File: config.mk
export PLATFORM = sky130hd
export DESIGN_NAME = operand_sel_reg
export DESIGN_NICKNAME = d
export VERILOG_FILES = /design/src/rtl/operand_sel_reg.sv
export SDC_FILE = /design/constraint.sdc
export NUM_CORES = 1
export LEC_CHECK = 0
export CORE_MARGIN = 5
export CORE_UTILIZATION = 30
export DETAILED_ROUTE_END_ITERATION = 6
export PLACE_DENSITY_LB_ADDON = 0.25
export RECOVER_POWER = 50
export SETUP_SLACK_MARGIN = 0.5
export SYNTH_ARGS = -nofsm -noshare
export SYNTH_HDL_FRONTEND = slang
export SYNTH_SLANG_ARGS = --single-unit
export TNS_END_PERCENT = 100
File: constraint.sdc
create_clock -name clk -period 6.1 [get_ports clk]
set_input_delay 1.22 -clock clk [delete_from_list [all_inputs] [get_ports clk]]
set_output_delay 1.22 -clock clk [all_outputs]
set_load 0.01 [all_outputs]
File: src/rtl/operand_sel_reg.sv
// Registered N:1 operand selector with direct-select and round-robin modes.
// A valid/ready handshake loads one holding register per cycle; an unselectable channel yields a zero operand.
module operand_sel_reg #(
    parameter int WIDTH  = 16,
    parameter int NUM_CH = 4,
    parameter int SEL_W  = 2
) (
    input  logic                    clk,
    input  logic                    reset_n,
    input  logic [NUM_CH*WIDTH-1:0] in_data,
    input  logic [NUM_CH-1:0]       in_valid,
    output logic [NUM_CH-1:0]       in_ready,
    input  logic                    mode,
    input  logic [SEL_W-1:0]        sel,
    output logic [WIDTH-1:0]        out_data,
    output logic                    out_valid,
    input  logic                    out_ready,
    output logic [SEL_W-1:0]        out_ch,
    output logic                    err_sel,
    input  logic                    clr_err
);

    localparam int SLOTS = 2**SEL_W;
    localparam logic [SEL_W:0] NUM_CH_W = (SEL_W+1)'(NUM_CH);

    logic [WIDTH-1:0] ch_data [SLOTS];
    logic [SLOTS-1:0] valid_pad;

    logic [WIDTH-1:0] data_p1;
    logic             vld_p1;
    logic [SEL_W-1:0] ch_p1;
    logic             err_p1;
    logic [SEL_W-1:0] rr_ptr;

    logic             load_en;
    logic             sel_ok;
    logic             grant_ok;
    logic             take;
    logic             drop;
    logic             set_err;
    logic [SEL_W-1:0] pick;
    logic             rr_hit;
    logic [SEL_W-1:0] rr_grant;
    logic [SEL_W-1:0] rr_next;
    logic [SEL_W:0]   idx;
    logic [SEL_W:0]   nxt;

    // Slots beyond NUM_CH read as invalid zero operands, so every select index is in range
    for (genvar k = 0; k < SLOTS; k++) begin : g_slot
        if (k < NUM_CH) begin : g_live
            assign ch_data[k]   = in_data[k*WIDTH +: WIDTH];
            assign valid_pad[k] = in_valid[k];
        end else begin : g_pad
            assign ch_data[k]   = '0;
            assign valid_pad[k] = 1'b0;
        end
    end

    always_comb begin
        rr_hit   = 1'b0;
        rr_grant = '0;
        idx      = '0;
        for (int i = 0; i < NUM_CH; i++) begin
            idx = {1'b0, rr_ptr} + (SEL_W+1)'(i);
            if (idx >= NUM_CH_W) idx = idx - NUM_CH_W;
            if (!rr_hit && valid_pad[idx[SEL_W-1:0]]) begin
                rr_hit   = 1'b1;
                rr_grant = idx[SEL_W-1:0];
            end
        end
        nxt = {1'b0, rr_grant} + (SEL_W+1)'(1);
        if (nxt == NUM_CH_W) nxt = '0;
        rr_next = nxt[SEL_W-1:0];
    end

    always_comb begin
        load_en  = !vld_p1 || out_ready;
        sel_ok   = ({1'b0, sel} < NUM_CH_W);
        take     = 1'b0;
        drop     = 1'b0;
        set_err  = 1'b0;
        grant_ok = 1'b0;
        pick     = sel;
        if (!mode) begin
            if (sel_ok) begin
                grant_ok = load_en && valid_pad[sel];
                take     = grant_ok;
                drop     = load_en && !valid_pad[sel];
            end else begin
                take    = load_en;
                set_err = load_en;
            end
        end else begin
            pick     = rr_grant;
            grant_ok = load_en && rr_hit;
            take     = grant_ok;
            drop     = load_en && !rr_hit;
        end
    end

    always_comb begin
        for (int k = 0; k < NUM_CH; k++)
            in_ready[k] = reset_n && grant_ok && (pick == SEL_W'(k));
    end

    // Stage p1: output holding register
    always_ff @(posedge clk or negedge reset_n) begin
        if (!reset_n) begin
            data_p1 <= '0;
            vld_p1  <= 1'b0;
            ch_p1   <= '0;
            err_p1  <= 1'b0;
            rr_ptr  <= '0;
        end else begin
            if (take) begin
                data_p1 <= ch_data[pick];
                ch_p1   <= pick;
                vld_p1  <= 1'b1;
            end else if (drop) begin
                vld_p1  <= 1'b0;
            end
            if (take && mode) rr_ptr <= rr_next;
            if (set_err)      err_p1 <= 1'b1;
            else if (clr_err) err_p1 <= 1'b0;
        end
    end

    assign out_data  = data_p1;
    assign out_valid = vld_p1;
    assign out_ch    = ch_p1;
    assign err_sel   = err_p1;

endmodule
==> results of run 1 <==
[registers in the layout, summed over array words and instances, names as in the netlist]
name and count:
rr_ptr 2, out_data 16, out_ch 2, out_valid 1
[report_power, final]
group	total, mW	internal (mW)	switching, mW
sequential	0.212	0.181	0.0304
clock	0.0959	0.0466	0.0493
combinational	0.468	0.224	0.245
total	0.776	0.451	0.324
[cells by family after synthesis]
logic type	synth area share, %
flip-flops	25.3
AO/OA/AOI/OAI	29.1
multiplexers	19.4
buffers and inverters	5.54
AND/OR/NAND/NOR	20.5
other	0.181
[cells in the final DEF (no fill, tap or decap), types with 3 or more instances in the layout]
master and instances:
sky130_fd_sc_hd__clkdlybuf4s50_1 84, sky130_fd_sc_hd__nand3_1 6, sky130_fd_sc_hd__mux4_2 16, sky130_fd_sc_hd__a41oi_2 7, sky130_fd_sc_hd__o21ai_0 15, sky130_fd_sc_hd__a21oi_1 30, sky130_fd_sc_hd__a211o_1 6, sky130_fd_sc_hd__nand2b_1 4
sky130_fd_sc_hd__a22oi_1 5, sky130_fd_sc_hd__dlygate4sd3_1 12, sky130_fd_sc_hd__nand4_1 18, sky130_fd_sc_hd__clkbuf_8 3, sky130_fd_sc_hd__a211oi_1 4, sky130_fd_sc_hd__dfrtp_1 21, sky130_fd_sc_hd__nor2_1 23, sky130_fd_sc_hd__a31oi_1 7
sky130_fd_sc_hd__nand2_1 29, sky130_fd_sc_hd__buf_4 12, sky130_fd_sc_hd__o22a_1 5
[cell type report]
cell class	count	area share, %
timing repair buffer	109	33.0
sequential	21	16.4
multi-input combinational	196	45.7
clock buffer	4	1.41
inverter	3	0.352
tap	80	3.13
[per-stage QoR]
| step | cells | power, mW | setup slack, ps |
|---|---|---|---|
| after floorplan | 241 | 0.477 | 2430 |
| after detailed placement | 408 | 0.691 | 609 |
| after global placement | 408 | 0.682 | 605 |
| final | 413 | 0.776 | 910 |
| after global routing | 413 | 0.836 | 695 |
| after CTS | 412 | 0.791 | 605 |
[worst max-delay path, stage by stage]
cell	delay [ps]
sky130_fd_sc_hd__clkdlybuf4s50_1	800
sky130_fd_sc_hd__nand2b_1	170
sky130_fd_sc_hd__a2bb2oi_1	180
sky130_fd_sc_hd__buf_4	180
sky130_fd_sc_hd__a21boi_4	490
sky130_fd_sc_hd__nand2_1	200
sky130_fd_sc_hd__nor2_1	180
sky130_fd_sc_hd__clkdlybuf4s50_1	550
[worst max path at each step]
stage	from	endpoint	slack (ps)	depth (start not counted)
detailed placement	sel[0]	in_ready[0]	610	8
global placement	sel[0]	in_ready[2]	600	8
global route	sel[0]	in_ready[2]	690	8
finish	sel[0]	in_ready[0]	910	8
CTS	sel[0]	in_ready[0]	610	8
floorplan	in_valid[1]	in_ready[3]	2430	7
[metal layers]
metal	GRT usage, %	part of all wire (%)	up-vias	wire [um]
met5	0	0	-	0
met1	22.3	42	1112	3260
met2	32.2	51	86	3930
met3	2.98	6.3	2	490
met4	2.69	0.49	0	38
li1	-	-	1118	-
==> metrics, run 1 <==
final setup skew 3.99 ps; final clock period utilization by the worst path 85.1%; Sum Neg Setup Slack 0 ps; post-synthesis net count 316; Max Clock Freq about 0.19 GHz; wire length of the first global-routing pass 12400 um; total of hold buffers inserted after clock tree synthesis 0; area of the die 8690 um^2; post-synthesis cell count 241; area of placed instances around 3100 um^2; post-synth design cell area approximately 2100 um^2; Tightest Pin Transition about 1400 ps; Commonest cells post-synth sky130_fd_sc_hd__a21oi_1 (30), sky130_fd_sc_hd__nand2_1 (29), sky130_fd_sc_hd__nor2_1 (24); Die Y approximately 93 um; remaining max-slew budget at the tightest pin 8.50%; post-synth cell types 37; core area 6760 um^2; count of cells along the worst register-to-register path 7; Pins Over Slew Limit 0; arrival time at the worst endpoint 3970 ps; slack of the worst reg-to-reg path 3970 ps; worst vdd rail ir drop 0.000102 V; pin count of the biggest net entering global routing 35; placed wire-length estimate 5500 um; capture endpoint of the worst hold path out_data[9]; result of the run complete, no violations; fraction of the yosys area taken by sequential cells 25.3%; clock latency of the later-clocked register in the worst-skew pair 260 ps; Synth Flop Type sky130_fd_sc_hd__dfrtp_1; Crit Reg-Reg Endpoint out_data[0]; CTS Root Cell sky130_fd_sc_hd__clkbuf_8; number of inserted diodes 0; clock input transition at the sequential cells of the worst setup and hold paths 80 ps; post-cts repair resize count 0; DRC 0; crit path time final 5190 ps; share of async-settable or async-resettable flops after synthesis 100%; Iter 0 DRT Violations 111; Vias per Instance 5.61; final hold violation count 0; startpoint of the lowest-slack register-to-register path rr_ptr[0]; vias 2318; Pwr Density ~240 nW/um^2; total routing usage reported by global routing between 15 and 20%; fraction of synthesized cell area taken by the top area cell type approximately a quarter; synthesis-to-finish area growth 54.0%; final setup vio count 0; number of I/O port buffers 96; vias in the first global route 2489; leakage power ~1.2 nW; deepest level of the CTS H-tree 1; top fanout value on the critical path 17; area of all sequential standard cells 526 um^2; clock tree from TritonCTS yes; starting utilization of the core area slightly above 30%; setup repair after global routing missed its margin false; placer congestion estimate 0.851; count of TritonRoute iterations in the first routing pass 4; CP Class in2out; launch point of the worst hold path out_data[9]; site row count 30; number of warning messages in the yosys log 0; ports placed on the boundary 99; max-cap violations 0; worst hold stages 1; most repeated cell in the gate-level netlist after synthesis sky130_fd_sc_hd__a21oi_1; nature of the critical path endpoint primary output; post-layout utilization of the core 47.3%; synthesized area per cell 8.62 um^2; post-detailed-route count of antenna-violating nets 0; worst-case clock buffer depth 2; clock buffers created by TritonCTS 3; area of all placed cells without fillers roughly 3200 um^2; DR WL/cell roughly 19 um; width of the die 93.2 um; class of the tightest hold or removal check reg2reg; worst hold slack 517 ps; number of antenna violations at the first check in global routing 0; crit start category primary input; total grt overflow 0; buffer count from post-CTS setup fixing 0; Yosys top cell by area sky130_fd_sc_hd__dfrtp_1; Clock Sinks 21; number of synthesized register bits 21; number of fill cells 693; number of flops mapped to enable cells by yosys 0; final-stage net count 409; drt total wl around 7700 um; data required time at the worst endpoint 4880 ps; main area contributors after synthesis sky130_fd_sc_hd__dfrtp_1 (25%), sky130_fd_sc_hd__mux4_2 (17%), sky130_fd_sc_hd__a21oi_1 (7.2%); ratio of cells with drive above 1 in the final layout 13.2%; multi-input combinational cell area 1460 um^2
(Power assumes the default switching activity.)
==> inputs of run 2 (changes only) <==
--- a/config.mk
+++ b/config.mk
@@ -6,7 +6,7 @@
 export NUM_CORES = 1
 export LEC_CHECK = 0
 export CORE_MARGIN = 5
-export CORE_UTILIZATION = 30
+export CORE_UTILIZATION = 40
 export DETAILED_ROUTE_END_ITERATION = 6
 export PLACE_DENSITY_LB_ADDON = 0.25
 export RECOVER_POWER = 50
==> run 2 against run 1 <==
  * Count of clock-buffer cells in the layout shrank 1
  * Clock skew shrank 2.0 ps
  * Critical path type unchanged
  * Clock power grew 1%
  * Critical path depth shrank 3
  * Highest routed layer unchanged
  * Critical endpoint is now in_ready[3]
  * Combinational power shrank 1%
  * Global-route usage grew 4.0 points
==> metrics, run 2 (synthesized netlist as in run 1, its figures left out) <==
result of the run complete, no violations; Sum Neg Setup Slack 0 ps (unchanged); max-cap violations 0 (unchanged); area of the die 6730 um^2 (-22%); most frequent cells in the layout sky130_fd_sc_hd__clkdlybuf4s50_1 (84), sky130_fd_sc_hd__a21oi_1 (30), sky130_fd_sc_hd__nand2_1 (29); drt total wl 7210 um (-6.7%); final clock period utilization by the worst path 81.9% (-3.2 points); Iter 0 DRT Violations 159 (+43%); clock input transition at the sequential cells of the worst setup and hold paths 90 ps (about the same); Vias per Instance 6.03 (+7.4%); final-stage net count 406 (-0.73%); DRC 0 (unchanged); buffer count from post-CTS setup fixing 0 (unchanged); vias in the first global route 2383 (-4.3%); number of I/O port buffers 96 (unchanged); area of placed instances 3120 um^2 (-0.88%); number of inserted diodes 0 (unchanged); ports placed on the boundary 99 (unchanged); placed wire-length estimate 5270 um (-4.2%); Max Clock Freq 0.200 GHz (+3.9%); critical path, cell by cell dlygate4sd3_1 -> clkbuf_1 -> nand2_1 -> nor2_1 -> clkdlybuf4s50_1; placer congestion estimate 0.785 (-7.7%); final setup skew 1.97 ps (-2.02 ps); multi-input combinational cell area 1450 um^2 (-0.77%); DR WL/cell 18.0 um (-3.6%); remaining max-slew budget at the tightest pin 14.2% (+5.7 points); width of the die 82.1 um (-12%); CTS Root Cell sky130_fd_sc_hd__clkbuf_8; wire length of the first global-routing pass 11400 um (-8.5%); clock share of power 12.6% (+0.2 points); total routing usage reported by global routing 21.7% (+4.0 points); number of antenna violations at the first check in global routing 0 (unchanged); class of the tightest hold or removal check reg2reg; proportion of total power due to net switching 41.5% (-0.27 points); post-cts repair resize count 0 (unchanged); data required time at the worst endpoint 4880 ps (about the same); slowest stage cell, crit path sky130_fd_sc_hd__clkbuf_1; Clock Sinks 21 (unchanged); area of all sequential standard cells 526 um^2 (unchanged); most common library cell in the layout ignoring fill and taps sky130_fd_sc_hd__clkdlybuf4s50_1; Die Y 82.1 um (-12%); Pwr Density 243 nW/um^2 (+0.21%); Int Power 449 uW (-0.51%); clock latency of the later-clocked register in the worst-skew pair 260 ps (about the same); post-detailed-route count of antenna-violating nets 0 (unchanged); Tightest Pin Transition 1290 ps (-85.1 ps); vias 2411 (+4.0%); clock buffers created by TritonCTS 3 (unchanged); Pins Over Slew Limit 0 (unchanged); leakage power 1.16 nW (-0.85%); arrival time at the worst endpoint 3770 ps (-200 ps); Largest delay share family, worst path buffers and inverters; area of all placed cells without fillers 3160 um^2 (-1.2%); deepest level of the CTS H-tree 1 (unchanged); pin count of the biggest net entering global routing 34 (-2.9%); clock tree from TritonCTS yes; power spent charging and discharging nets 319 uW (-1.6%); worst-case clock buffer depth 2 (unchanged); core area 5070 um^2 (-25%); fraction of power consumed by sequential logic 27.4% (about the same); top fanout value on the critical path 22 (+5); final hold violation count 0 (unchanged); nature of the critical path endpoint primary output; number of fill cells 489 (-29%); synthesis-to-finish area growth 52.2%; Max stage delay on crit path 940 ps (+140 ps); worst vdd rail ir drop 0.000109 V (+6.7%); count of TritonRoute iterations in the first routing pass 5 (+1); final setup vio count 0 (unchanged); starting utilization of the core area 40.9% (+10 points); total grt overflow 0 (unchanged); site row count 26 (-13%); CP Class in2out; total of hold buffers inserted after clock tree synthesis 0 (unchanged); crit start category primary input; combined buffer and inverter count along the critical path 3 (unchanged); flip-flop count of the largest register, all copies and words added 16 (unchanged); combinational cell fraction of total power 60.0% (-0.4 points); setup repair after global routing missed its margin false; ratio of cells with drive above 1 in the final layout 12.7% (-0.49 points); crit path time final 4990 ps (-197 ps)
-- run 2: cell types whose count changed in the layout (fill, tap and decap cells not counted) --
cell / previous run / this run
sky130_fd_sc_hd__clkinv_2: 0 / 1
sky130_fd_sc_hd__buf_4: 12 / 10
sky130_fd_sc_hd__a21boi_2: 1 / 0
sky130_fd_sc_hd__clkbuf_1: 2 / 1
-- run 2: worst paths after layout --
kind                                   from     endpoint  slack (ps)  cells after the start
worst max-delay path                reset_n  in_ready[3]        1110                      5
worst min-delay path            out_data[9]  out_data[9]         510                      1
worst max register to register    rr_ptr[0]  out_data[8]        3940                      7
worst min register to register  out_data[9]  out_data[9]         510                      1
max in group asynchronous           reset_n  out_data[5]        3600                      2
min in group asynchronous           reset_n  out_data[8]        1750                      2
-- run 2: worst reg2reg max path, stage by stage, from the launching register on --
cell	delay, ps
sky130_fd_sc_hd__dfrtp_1	460
sky130_fd_sc_hd__nand2b_1	200
sky130_fd_sc_hd__o21ai_0	270
sky130_fd_sc_hd__or2_1	220
sky130_fd_sc_hd__buf_4	310
sky130_fd_sc_hd__a21oi_1	140
sky130_fd_sc_hd__a211o_1	310
sky130_fd_sc_hd__a31oi_1	180
-- run 2: layout make-up --
type / count / share of cell area [%]
well taps: 70 / 2.77
clock inverters: 1 / 0.158
inverters: 3 / 0.356
clock buffers: 3 / 1.31
multi-input cells: 195 / 45.9
flip-flops and latches: 21 / 16.6
repair buffers: 107 / 32.9
-- run 2: routing by layer --
| layer | global-route usage [%] | wire length (um) | share of wire (%) |
|---|---|---|---|
| met1 | 27.6 | 2930 | 41 |
| met2 | 37.5 | 3530 | 49 |
| met4 | 5.81 | 40 | 0.55 |
| met3 | 4.28 | 710 | 9.8 |
| met5 | 0 | 0 | 0 |
-- run 2: power groups by stage --
stage | clock, mW | combinational (mW) | sequential, mW
6_report | 0.0970 | 0.461 | 0.210
3_3_place_gp | 0 | 0.455 | 0.213
2_1_floorplan | 0 | 0.249 | 0.228
4_1_cts | 0.0999 | 0.469 | 0.211
3_5_place_dp | 0 | 0.468 | 0.214
5_1_grt | 0.105 | 0.504 | 0.217
-- run 2: through the flow --
step	std cells	total power [mW]	setup slack (ps)	utilization, %	hold slack (ps)
6_report	400	0.768	1110	62.3	512
5_1_grt	400	0.825	773	62.3	528
4_1_cts	400	0.780	1170	62.4	518
3_5_place_dp	396	0.682	1180	61.4	497
3_3_place_gp	396	0.669	1200	61.4	494
2_1_floorplan	241	0.477	2430	-	546
==> inputs of run 3 (changes only) <==
--- a/config.mk
+++ b/config.mk
@@ -6,7 +6,7 @@
 export NUM_CORES = 1
 export LEC_CHECK = 0
 export CORE_MARGIN = 5
-export CORE_UTILIZATION = 40
+export CORE_UTILIZATION = 38
 export DETAILED_ROUTE_END_ITERATION = 6
 export PLACE_DENSITY_LB_ADDON = 0.25
 export RECOVER_POWER = 50
==> constraint.sdc (replaced) <==
create_clock -name clk -period 4.5 [get_ports clk]
set_input_delay 0.9 -clock clk [delete_from_list [all_inputs] [get_ports clk]]
set_output_delay 0.9 -clock clk [all_outputs]
set_load 0.01 [all_outputs]
==> run 3 against run 2 <==
  * Cell area grew 1.1%
  * Combinational power increased by 37%
  * Via count grew 1.1%
  * Register-to-register slack worse by 1700 ps
  * Wire length rose by 2.0%
  * Highest routed layer unchanged
==> metrics, run 3 (synthesized netlist as in run 1, its figures left out) <==
result of the run complete, no violations; Pins Over Slew Limit 0 (unchanged); worst-case clock buffer depth 2 (unchanged); total grt overflow 0 (unchanged); crit path time final around 3800 ps; clock latency of the later-clocked register in the worst-skew pair 260 ps (about the same); number of fill cells 494 (+1.0%); number of antenna violations at the first check in global routing 0 (unchanged); total of hold buffers inserted after clock tree synthesis 0 (unchanged); pre-CTS setup slack 459 ps (-717 ps); total routing usage reported by global routing 20.9% (-0.82 points); drt total wl 7350 um (+2.0%); data required time at the worst endpoint 3600 ps (-1280 ps); PnR worst setup slack 663 ps (-444 ps); crit start category primary input; starting utilization of the core area 38.4% (-2.5 points); pin count of the biggest net entering global routing 34 (unchanged); post-cts repair resize count 4 (+4); top fanout value on the critical path 4 (-82%); Sum Neg Setup Slack 0 ps (unchanged); ratio of cells with drive above 1 in the final layout 14.1% (+1.4 points); placed wire-length estimate 5400 um (+2.4%); overall power consumption 1.05 mW (+36%); count of TritonRoute iterations in the first routing pass 6 (+1); clock buffers created by TritonCTS 3 (unchanged); Die Y 83.9 um (+2.3%); leakage power 1.21 nW (+4.2%); most common library cell in the layout ignoring fill and taps sky130_fd_sc_hd__clkdlybuf4s50_1; Max Clock Freq 0.261 GHz; arrival time at the worst endpoint 2940 ps (-830 ps); final setup skew 1.14 ps (-0.835 ps); Clock Sinks 21 (unchanged); worst hold stages 1 (unchanged); DRC 0 (unchanged); launch point of the worst hold path out_data[9]; remaining max-slew budget at the tightest pin 18.5% (+4.3 points); vias 2437 (+1.1%); deepest level of the CTS H-tree 1 (unchanged); core area 5410 um^2 (+6.5%); nature of the critical path endpoint primary output; number of inserted diodes 0 (unchanged); Tightest Pin Transition 1220 ps (-64.5 ps); DR WL/cell 18.2 um (+0.70%); wire length of the first global-routing pass 12100 um (+6.3%); worst vdd rail ir drop 0.000152 V (+39%); clock tree from TritonCTS yes; setup repair after global routing missed its margin false; post-detailed-route count of antenna-violating nets 0 (unchanged); number of I/O port buffers 96 (unchanged); clock input transition at the sequential cells of the worst setup and hold paths 80 ps (about the same); Iter 0 DRT Violations 147 (-7.5%); final clock period utilization by the worst path 85.3%; area of all placed cells without fillers 3200 um^2 (+1.1%); CTS Root Cell sky130_fd_sc_hd__clkbuf_8; area of the die 7040 um^2 (+4.6%); startpoint of the lowest-slack register-to-register path rr_ptr[0]; width of the die 83.9 um (+2.3%); max-cap violations 0 (unchanged); worst setup path startpoint sel[1]; Vias per Instance 6.02 (-0.17%); CP Class in2out; final setup vio count 0 (unchanged); final hold violation count 0 (unchanged); post-layout utilization of the core 59.1% (-3.2 points); area of placed instances 3140 um^2 (+0.80%); ports placed on the boundary 99 (unchanged); placer congestion estimate 0.878 (+12%); Pwr Density 328 nW/um^2 (+35%); class of the tightest hold or removal check reg2reg; final-stage net count 409 (+0.74%); most frequent cells in the layout sky130_fd_sc_hd__clkdlybuf4s50_1 (79), sky130_fd_sc_hd__a21oi_1 (30), sky130_fd_sc_hd__nand2_1 (29); buffer count from post-CTS setup fixing 0 (unchanged); synthesis-to-finish area growth 53.9%; site row count 27 (+3.8%); vias in the first global route 2472 (+3.7%); count of cells along the worst register-to-register path 7 (unchanged); flip-flop count of the largest register, all copies and words added 16 (unchanged)
## run 3: cell count changes in the layout (fill, tap and decap cells not counted), sizes merged
cell,before,now
buf,10,13
dlygate4sd2,0,2
dlymetal6s2s,0,3
clkdlybuf4s50,84,79
## run 3: path summary, 6_finish.rpt
path	end	slack (ps)
worst min-delay path	out_data[9]	520
worst max register to register	out_data[0]	2290
worst min register to register	out_data[9]	520
min in group asynchronous	out_data[11]	1500
max in group asynchronous	out_data[1]	2270
worst max-delay path	in_ready[1]	660
## run 3: metal layers
layer	global-route usage, %	wire [um]	up-vias
li1	-	-	1124
met5	0	0	-
met1	26.2	3000	1191
met3	4.34	622	10
met4	5.41	57	0
met2	36.4	3670	112
## run 3: final cells by class
cell class	instances	area [um^2]	share of cell area [%]
multi-input cells	195	1450	45.5
repair buffers	110	1070	33.4
flip-flops and latches	21	526	16.4
well taps	72	90.1	2.82
clock buffers	3	41.3	1.29
inverters	3	12.5	0.392
clock inverters	1	5.00	0.157
## run 3: through the flow
stage | instances | hold slack (ps)
3_3_place_gp | 401 | 492
4_1_cts | 405 | 521
6_report | 405 | 517
2_1_floorplan | 241 | 546
3_5_place_dp | 401 | 501
5_1_grt | 405 | 544
## run 3: worst max-delay path, stage by stage
cell and delay, ps:
sky130_fd_sc_hd__clkdlybuf4s50_1 550, sky130_fd_sc_hd__mux2_2 360, sky130_fd_sc_hd__a2bb2oi_1 310, sky130_fd_sc_hd__a21boi_4 100, sky130_fd_sc_hd__nand2_1 150, sky130_fd_sc_hd__nor2_1 90
sky130_fd_sc_hd__clkdlybuf4s50_1 490
## run 3: power breakdown
part	leakage (nW)	switching (mW)	internal (mW)	total (mW)
logic	0.947	0.327	0.303	0.630
registers	0.238	0.0419	0.246	0.288
clock network	0.0255	0.0690	0.0619	0.131
